<file path="config.mk">
export PLATFORM = sky130hd
export DESIGN_NAME = stream_to_mem_loader_flat
export DESIGN_NICKNAME = d
export VERILOG_FILES = /design/src/rtl/stream_to_mem_loader_pkg.sv /design/src/rtl/stream_to_mem_loader_if.sv /design/src/rtl/stream_to_mem_loader_packer.sv /design/src/rtl/stream_to_mem_loader.sv /design/src/flat_wrapper.sv
export SDC_FILE = /design/constraint.sdc
export NUM_CORES = 1
export LEC_CHECK = 0
export CAP_MARGIN = 20
export CORE_ASPECT_RATIO = 1.75
export CORE_MARGIN = 5
export CORE_UTILIZATION = 51
export DETAILED_ROUTE_END_ITERATION = 10
export PLACE_DENSITY = 0.91
export REMOVE_ABC_BUFFERS = 1
export SLEW_MARGIN = 20
export SYNTH_ARGS = -nofsm -noshare
export SYNTH_HDL_FRONTEND = slang
export SYNTH_SLANG_ARGS = --single-unit
export TNS_END_PERCENT = 50
</file>
<file path="constraint.sdc">
create_clock -name clock -period 2.9 [get_ports clock]
set_input_delay 0.29 -clock clock [delete_from_list [all_inputs] [get_ports clock]]
set_output_delay 0.29 -clock clock [all_outputs]
set_load 0.02 [all_outputs]
</file>
<file path="src/rtl/stream_to_mem_loader_pkg.sv">
// rtl/stream_to_mem_loader_pkg.sv - shared state encoding and lane mapping for the stream loader
package loader_pkg;

    typedef enum logic [1:0] {
        IDLE = 2'd0,
        LOAD = 2'd1,
        DONE = 2'd2
    } load_state_e;

    // Byte position within the word for the n-th received byte of that word.
    function automatic int unsigned lane_select(
        input int unsigned lane_idx,
        input logic        big_endian,
        input int unsigned lanes
    );
        return big_endian ? (lanes - 1 - lane_idx) : lane_idx;
    endfunction

endpackage

</file>
<file path="src/rtl/stream_to_mem_loader_if.sv">
// rtl/stream_to_mem_loader_if.sv - byte stream in / byte-enabled memory write port out
interface stream_to_mem_loader_if #(
    parameter int DATA_W = 32,
    parameter int ADDR_W = 32
) ();
    localparam int LANES = DATA_W / 8;

    logic              byte_valid;
    logic [7:0]        byte_data;
    logic              mem_en;
    logic [LANES-1:0]  mem_we;
    logic [ADDR_W-1:0] mem_addr;
    logic [DATA_W-1:0] mem_wdata;

    modport master (
        input  byte_valid, byte_data,
        output mem_en, mem_we, mem_addr, mem_wdata
    );

    modport slave (
        output byte_valid, byte_data,
        input  mem_en, mem_we, mem_addr, mem_wdata
    );
endinterface

</file>
<file path="src/rtl/stream_to_mem_loader_packer.sv">
// rtl/stream_to_mem_loader_packer.sv - lane/word counting and registered memory write stage
module byte_lane_packer
    import loader_pkg::*;
#(
    parameter int DATA_W = 32,
    parameter int ADDR_W = 32,
    parameter int LEN_W  = 16
) (
    input  logic                  clock,
    input  logic                  reset_n,
    input  logic                  clear_i,
    input  logic                  accept_i,
    input  logic [7:0]            byte_data_i,
    input  logic                  big_endian_i,
    input  logic [ADDR_W-1:0]     base_addr_i,
    input  logic [LEN_W-1:0]      len_words_i,
    output logic                  last_byte_o,
    output logic [LEN_W-1:0]      words_written_o,
    output logic                  mem_en_o,
    output logic [DATA_W/8-1:0]   mem_we_o,
    output logic [ADDR_W-1:0]     mem_addr_o,
    output logic [DATA_W-1:0]     mem_wdata_o
);
    localparam int LANES  = DATA_W / 8;
    localparam int LANE_W = (LANES > 1) ? $clog2(LANES) : 1;
    localparam int SHIFT  = $clog2(LANES);
    localparam logic [LANE_W-1:0] LAST_LANE  = LANE_W'(LANES - 1);
    localparam logic [ADDR_W-1:0] ALIGN_MASK = ~ADDR_W'(LANES - 1);

    logic [LANE_W-1:0] lane_idx_q, lane_idx_d;
    logic [LEN_W-1:0]  word_idx_q, word_idx_d;
    logic              word_end;
    int unsigned       lane;
    logic [ADDR_W-1:0] word_addr;

    assign word_end        = (lane_idx_q == LAST_LANE);
    assign last_byte_o     = accept_i && word_end && (word_idx_q == len_words_i - LEN_W'(1));
    assign words_written_o = word_idx_q;
    assign lane            = lane_select(32'(lane_idx_q), big_endian_i, LANES);
    // Address arithmetic wraps modulo 2^ADDR_W by construction.
    assign word_addr       = (base_addr_i & ALIGN_MASK) + (ADDR_W'(word_idx_q) << SHIFT);

    always_comb begin
        lane_idx_d = lane_idx_q;
        word_idx_d = word_idx_q;
        if (clear_i) begin
            lane_idx_d = '0;
            word_idx_d = '0;
        end else if (accept_i) begin
            if (word_end) begin
                lane_idx_d = '0;
                if (word_idx_q != len_words_i) begin
                    word_idx_d = word_idx_q + LEN_W'(1);
                end
            end else begin
                lane_idx_d = lane_idx_q + LANE_W'(1);
            end
        end
    end

    always_ff @(posedge clock or negedge reset_n) begin
        if (!reset_n) begin
            lane_idx_q  <= '0;
            word_idx_q  <= '0;
            mem_en_o    <= 1'b0;
            mem_we_o    <= '0;
            mem_addr_o  <= '0;
            mem_wdata_o <= '0;
        end else begin
            lane_idx_q <= lane_idx_d;
            word_idx_q <= word_idx_d;
            mem_en_o   <= accept_i;
            if (accept_i) begin
                mem_we_o    <= LANES'(1) << lane;
                mem_addr_o  <= word_addr;
                mem_wdata_o <= DATA_W'(byte_data_i) << (8 * lane);
            end else begin
                mem_we_o    <= '0;
                mem_addr_o  <= '0;
                mem_wdata_o <= '0;
            end
        end
    end

endmodule

</file>
<file path="src/rtl/stream_to_mem_loader.sv">
// rtl/stream_to_mem_loader.sv - start/abort FSM loading a byte stream into word memory
module stream_to_mem_loader
    import loader_pkg::*;
#(
    parameter int DATA_W = 32,
    parameter int ADDR_W = 32,
    parameter int LEN_W  = 16
) (
    input  logic                   clock,
    input  logic                   reset_n,
    input  logic                   start,
    input  logic                   abort,
    input  logic [ADDR_W-1:0]      base_addr,
    input  logic [LEN_W-1:0]       len_words,
    input  logic                   big_endian,
    stream_to_mem_loader_if.master bus,
    output logic                   busy,
    output logic                   done,
    output logic [LEN_W-1:0]       words_written
);
    load_state_e       state_q;
    logic [ADDR_W-1:0] base_q;
    logic [LEN_W-1:0]  len_q;
    logic              endian_q;
    logic              busy_q;
    logic              done_q;
    logic              start_ok;
    logic              accept;
    logic              last_byte;

    // Abort wins over both a new start and an incoming byte.
    assign start_ok = start && !abort && (state_q != LOAD);
    assign accept   = bus.byte_valid && !abort && (state_q == LOAD);
    assign busy     = busy_q;
    assign done     = done_q;

    byte_lane_packer #(
        .DATA_W (DATA_W),
        .ADDR_W (ADDR_W),
        .LEN_W  (LEN_W)
    ) u_packer (
        .clock           (clock),
        .reset_n         (reset_n),
        .clear_i         (start_ok),
        .accept_i        (accept),
        .byte_data_i     (bus.byte_data),
        .big_endian_i    (endian_q),
        .base_addr_i     (base_q),
        .len_words_i     (len_q),
        .last_byte_o     (last_byte),
        .words_written_o (words_written),
        .mem_en_o        (bus.mem_en),
        .mem_we_o        (bus.mem_we),
        .mem_addr_o      (bus.mem_addr),
        .mem_wdata_o     (bus.mem_wdata)
    );

    always_ff @(posedge clock or negedge reset_n) begin
        if (!reset_n) begin
            state_q  <= IDLE;
            base_q   <= '0;
            len_q    <= '0;
            endian_q <= 1'b0;
            busy_q   <= 1'b0;
            done_q   <= 1'b0;
        end else begin
            done_q <= 1'b0;
            if (abort) begin
                state_q <= IDLE;
                busy_q  <= 1'b0;
            end else begin
                case (state_q)
                    IDLE, DONE: begin
                        if (start_ok) begin
                            base_q   <= base_addr;
                            len_q    <= len_words;
                            endian_q <= big_endian;
                            if (len_words == '0) begin
                                state_q <= DONE;
                                busy_q  <= 1'b0;
                                done_q  <= 1'b1;
                            end else begin
                                state_q <= LOAD;
                                busy_q  <= 1'b1;
                            end
                        end
                    end
                    LOAD: begin
                        // done lines up with the registered final write.
                        if (last_byte) begin
                            state_q <= DONE;
                            busy_q  <= 1'b0;
                            done_q  <= 1'b1;
                        end
                    end
                    default: begin
                        state_q <= IDLE;
                        busy_q  <= 1'b0;
                    end
                endcase
            end
        end
    end

endmodule

</file>
<file path="src/flat_wrapper.sv">
// flat-port wrapper written by rule: the top's interface ports become plain ports
module stream_to_mem_loader_flat import loader_pkg::*;
#(
    parameter int DATA_W = 32,
    parameter int ADDR_W = 32,
    parameter int LEN_W  = 16
)
  (clock, reset_n, start, abort, base_addr, len_words, big_endian, busy, done, words_written, bus_byte_valid, bus_byte_data, bus_mem_en, bus_mem_we, bus_mem_addr, bus_mem_wdata);
  stream_to_mem_loader_if #(.DATA_W(DATA_W), .ADDR_W(ADDR_W)) bus_i ();
  input  logic clock;
  input  logic reset_n;
  input  logic start;
  input  logic abort;
  input  logic [ADDR_W-1:0] base_addr;
  input  logic [LEN_W-1:0] len_words;
  input  logic big_endian;
  output logic busy;
  output logic done;
  output logic [LEN_W-1:0] words_written;
  input wire logic [$bits(bus_i.byte_valid)-1:0] bus_byte_valid;
  input wire logic [$bits(bus_i.byte_data)-1:0] bus_byte_data;
  output wire logic [$bits(bus_i.mem_en)-1:0] bus_mem_en;
  output wire logic [$bits(bus_i.mem_we)-1:0] bus_mem_we;
  output wire logic [$bits(bus_i.mem_addr)-1:0] bus_mem_addr;
  output wire logic [$bits(bus_i.mem_wdata)-1:0] bus_mem_wdata;
  assign bus_i.byte_valid = bus_byte_valid;
  assign bus_i.byte_data = bus_byte_data;
  assign bus_mem_en = bus_i.mem_en;
  assign bus_mem_we = bus_i.mem_we;
  assign bus_mem_addr = bus_i.mem_addr;
  assign bus_mem_wdata = bus_i.mem_wdata;
  stream_to_mem_loader #(.DATA_W(DATA_W), .ADDR_W(ADDR_W), .LEN_W(LEN_W)) u_core (.clock(clock), .reset_n(reset_n), .start(start), .abort(abort), .base_addr(base_addr), .len_words(len_words), .big_endian(big_endian), .bus(bus_i), .busy(busy), .done(done), .words_written(words_written));
endmodule
</file>
==> qor.json <==
{
  "status": {"value": "completed"},
  "synth-compound-area-share": {"value": 12.0, "unit": "%"},
  "fin_tns_setup": {"value": 0, "unit": "ps"},
  "fin_hold_ws": {"value": 436, "unit": "ps"},
  "overflow": {"value": 0},
  "fin_worst_skew": {"value": 11.9, "unit": "ps"},
  "cts-buffers-inserted": {"value": 17},
  "fillers": {"value": 905},
  "routed_via_density": {"value": 5.87},
  "synth.most_common_cell": {"value": "dfrtp_1"},
  "critical_path_peak_fanout": {"value": 12},
  "setup_violations": {"value": 0},
  "grt_pass1_vias": {"value": 6055},
  "synth_seq_area_share": {"value": 51.0, "unit": "%"},
  "dr.pass1.iters": {"value": 5},
  "finalCriticalPeriod": {"value": 2700, "unit": "ps"},
  "routed-via-count": {"value": 5626},
  "floorplan.initialDensity": {"value": 51.8, "unit": "%"},
  "maxSlewHeadroom": {"value": 50.1, "unit": "%"},
  "worst_ir_drop_vdd": {"value": 0.000403, "unit": "V"},
  "ys_top_cells_by_area": {"value": "dfrtp_1, mux2_2, xnor2_1, and2_1, ha_1"},
  "gp_congestion": {"value": 0.943},
  "cts.clk_slew.worst_paths": {"value": 70, "unit": "ps"},
  "worst_setup_path_start_kind": {"value": "flop"},
  "arrival": {"value": 3050, "unit": "ps"},
  "cellLeakagePower": {"value": 3.87, "unit": "nW"},
  "drc_errors": {"value": 0},
  "clock_tree_from_tritoncts": {"value": "done"},
  "highest_layer": {"value": "met4"},
  "m1WireLength": {"value": 6470, "unit": "um"},
  "timing.final.max_slew_violations": {"value": 0},
  "synth_seq_cells": {"value": 136},
  "mappedNetlistArea": {"value": 6670, "unit": "um2"},
  "edff_count_synth": {"value": 0},
  "power-per-cell-area": {"value": 599, "unit": "nW/um2"},
  "cts.sink_count": {"value": 136},
  "floorplan.core_area": {"value": 12900, "unit": "um2"},
  "place_hpwl": {"value": 13200, "unit": "um"},
  "number_of_antenna_violations_at_the_first_check_in_global_routing": {"value": 0},
  "die_height": {"value": 161, "unit": "um"},
  "core.rowCount": {"value": 55},
  "unrepaired_setup_endpoints_after_global_routing": {"value": "false"},
  "cap_viol_max_count": {"value": 0},
  "clock_tree.buffer_depth": {"value": 2},
  "synth_top_cell_area_share": {"value": 51.0, "unit": "%"},
  "design_area_final": {"value": 8940, "unit": "um2"},
  "dp.cells": {"value": 925},
  "ant_nets": {"value": 0},
  "syn_avg_cell_area": {"value": 10.7, "unit": "um2"},
  "post_place_cell_area": {"value": 8340, "unit": "um2"},
  "synth_adder_area_share": {"value": 3.86, "unit": "%"},
  "synth.top_cells.by_count": {"value": "dfrtp_1, nor2_1, a21oi_1, mux2_2, nand2_1"},
  "synth_warnings": {"value": 0},
  "pin_count": {"value": 149},
  "layoutNonFillerInstCount": {"value": 958},
  "cts_htree_levels": {"value": 4},
  "grt_pass1_wl": {"value": 31200, "unit": "um"},
  "synth_xor_xnor_area_share": {"value": 5.51, "unit": "%"},
  "initialDrtViolationCount": {"value": 367},
  "pre_cts_ws": {"value": 214, "unit": "ps"},
  "criticalPathCategory": {"value": "reg -> reg"},
  "grt_util_all_layers": {"value": 26.4, "unit": "%"},
  "postSynth.asyncResetShare": {"value": 100, "unit": "%"},
  "hold_class": {"value": "in -> reg"},
  "cts_post_setup_buffers_inserted": {"value": 0},
  "yosys-mux-area-fraction": {"value": 7.99, "unit": "%"},
  "synth_largest_area_cell": {"value": "dfrtp_1"},
  "insertedDiodeCount": {"value": 0},
  "grt_start_max_net_pins": {"value": 80},
  "final_hold_viol_count": {"value": 0},
  "utilization": {"value": 69.5, "unit": "%"},
  "fmax": {"value": 0.370, "unit": "GHz"},
  "max_slew.worst_pin.slew": {"value": 748, "unit": "ps"},
  "die_width": {"value": 96.5, "unit": "um"},
  "drive_gt1_share": {"value": 13.0, "unit": "%"},
  "postSynth.topFlopCell": {"value": "dfrtp_1"},
  "critPathRequiredTime": {"value": 3240, "unit": "ps"},
  "wl_per_cell": {"value": 20.5, "unit": "um"},
  "port-buffer-count": {"value": 144},
  "ys_types": {"value": 59},
  "wl_final": {"value": 19600, "unit": "um"},
  "totalPowerFinal": {"value": 5.36, "unit": "mW"},
  "cts-root-buf": {"value": "clkbuf_16"},
  "flow.area_growth_from_synthesis": {"value": 34.0, "unit": "%"},
  "detailroute.wirelength.met3": {"value": 1280, "unit": "um"},
  "synth_top_family_by_area": {"value": "simple AND/OR/NAND/NOR gates"},
  "nets": {"value": 856},
  "route.met2.wl": {"value": 11100, "unit": "um"},
  "dieArea": {"value": 15600, "unit": "um2"},
  "clk_latency": {"value": 430, "unit": "ps"},
  "timing.final.crit_share": {"value": 93.3, "unit": "%"},
  "synthCells": {"value": 622},
  "end_kind": {"value": "flop"},
  "synthSimpleGateAreaFrac": {"value": 16.9, "unit": "%"},
  "post-route-worst-setup-slack": {"value": 195, "unit": "ps"}
}
## where the power goes
group | leakage (nW) | internal [mW] | switching [mW]
logic | 1.80 | 0.445 | 0.478
clock network | 0.281 | 1.30 | 0.873
registers | 1.79 | 2.07 | 0.189
total | 3.87 | 3.82 | 1.54
## sequential cells by signal, indices dropped and copies added, names as in the netlist
signal                           flops
u_core.u_packer.words_written_o     16
u_core.len_q                        16
u_core.endian_q                      1
u_core.u_packer.mem_en_o             1
u_core.busy                          1
u_core.u_packer.mem_we_o             4
u_core.state_q                       2
u_core.u_packer.lane_idx_q           2
u_core.base_q                       30
u_core.u_packer.mem_addr_o          30
u_core.u_packer.mem_wdata_o         32
u_core.done                          1
## critical path, cell delays in order, from the launching register on
cell	delay [ps]
dfrtp_1	500
ha_1	430
nand2_1	90
o211ai_1	310
nand4_1	270
a21o_1	410
a2111o_1	500
o21ai_0	100
## layout make-up
class | count | area (um2) | area share [%]
Multi-Input combinational cell | 445 | 3100 | 34.7
Timing Repair Buffer | 158 | 1580 | 17.6
Clock inverter | 13 | 145 | 1.62
Tap cell | 171 | 214 | 2.39
Sequential cell | 136 | 3400 | 38.1
Clock buffer | 19 | 443 | 4.95
Inverter | 16 | 60.1 | 0.672
## metal layers
metal	up-vias	global-route usage, %
met5	-	0
li1	2507	-
met3	72	5.82
met2	259	49.3
met1	2788	26.1
met4	0	13.4
## repair_timing
action | in CTS | in global routing
hold buffers | 1 | 0
hold endpoints to repair | 78 | 0
resized for setup | 0 | 1
endpoints found under the setup margin | 0 | 1
## logic make-up after synthesis
group	count (synthesis)
AND/OR/NAND/NOR	213
flip-flops	136
buffers and inverters	42
XOR/XNOR	42
AO/OA/AOI/OAI	120
multiplexers	48
other	1
adder cells (fa/ha/maj)	20
## layout by cell type (no fill, tap or decap), types with 4 or more instances in the layout
cell,instances
xnor2_1,32
o21a_1,5
nand2_1,42
clkbuf_16,17
mux2_2,42
a21oi_1,42
clkdlybuf4s50_1,143
nor4_1,8
nand3_1,18
dfrtp_1,136
and2_1,38
o211ai_1,5
a31oi_1,4
buf_4,11
nor2_1,44
ha_1,19
xor2_1,10
a211oi_1,7
o21ai_0,17
mux2i_1,6
inv_1,15
a21o_1,10
and3_1,7
nand4_1,10
a2111o_1,6
inv_6,4
nor3_1,8
nand2b_1,10
nand3b_1,5
## final timing paths
check,from,to,slack [ps],cells past startpoint
min reg2reg,u_core.base_q[6]$_DFFE_PN0P_,u_core.base_q[6]$_DFFE_PN0P_,520,1
min in group asynchronous,reset_n,u_core.u_packer.mem_wdata_o[18]$_DFF_PN0_,460,2
max reg2reg,u_core.u_packer.words_written_o[2]$_DFFE_PN0P_,u_core.u_packer.mem_addr_o[27]$_DFF_PN0_,200,7
min,base_addr[30],u_core.base_q[30]$_DFFE_PN0P_,440,3
max,u_core.u_packer.words_written_o[2]$_DFFE_PN0P_,u_core.u_packer.mem_addr_o[27]$_DFF_PN0_,200,7
max in group asynchronous,reset_n,u_core.u_packer.words_written_o[9]$_DFFE_PN0P_,1620,3
No activity file was read; power rests on OpenSTA's default activity.
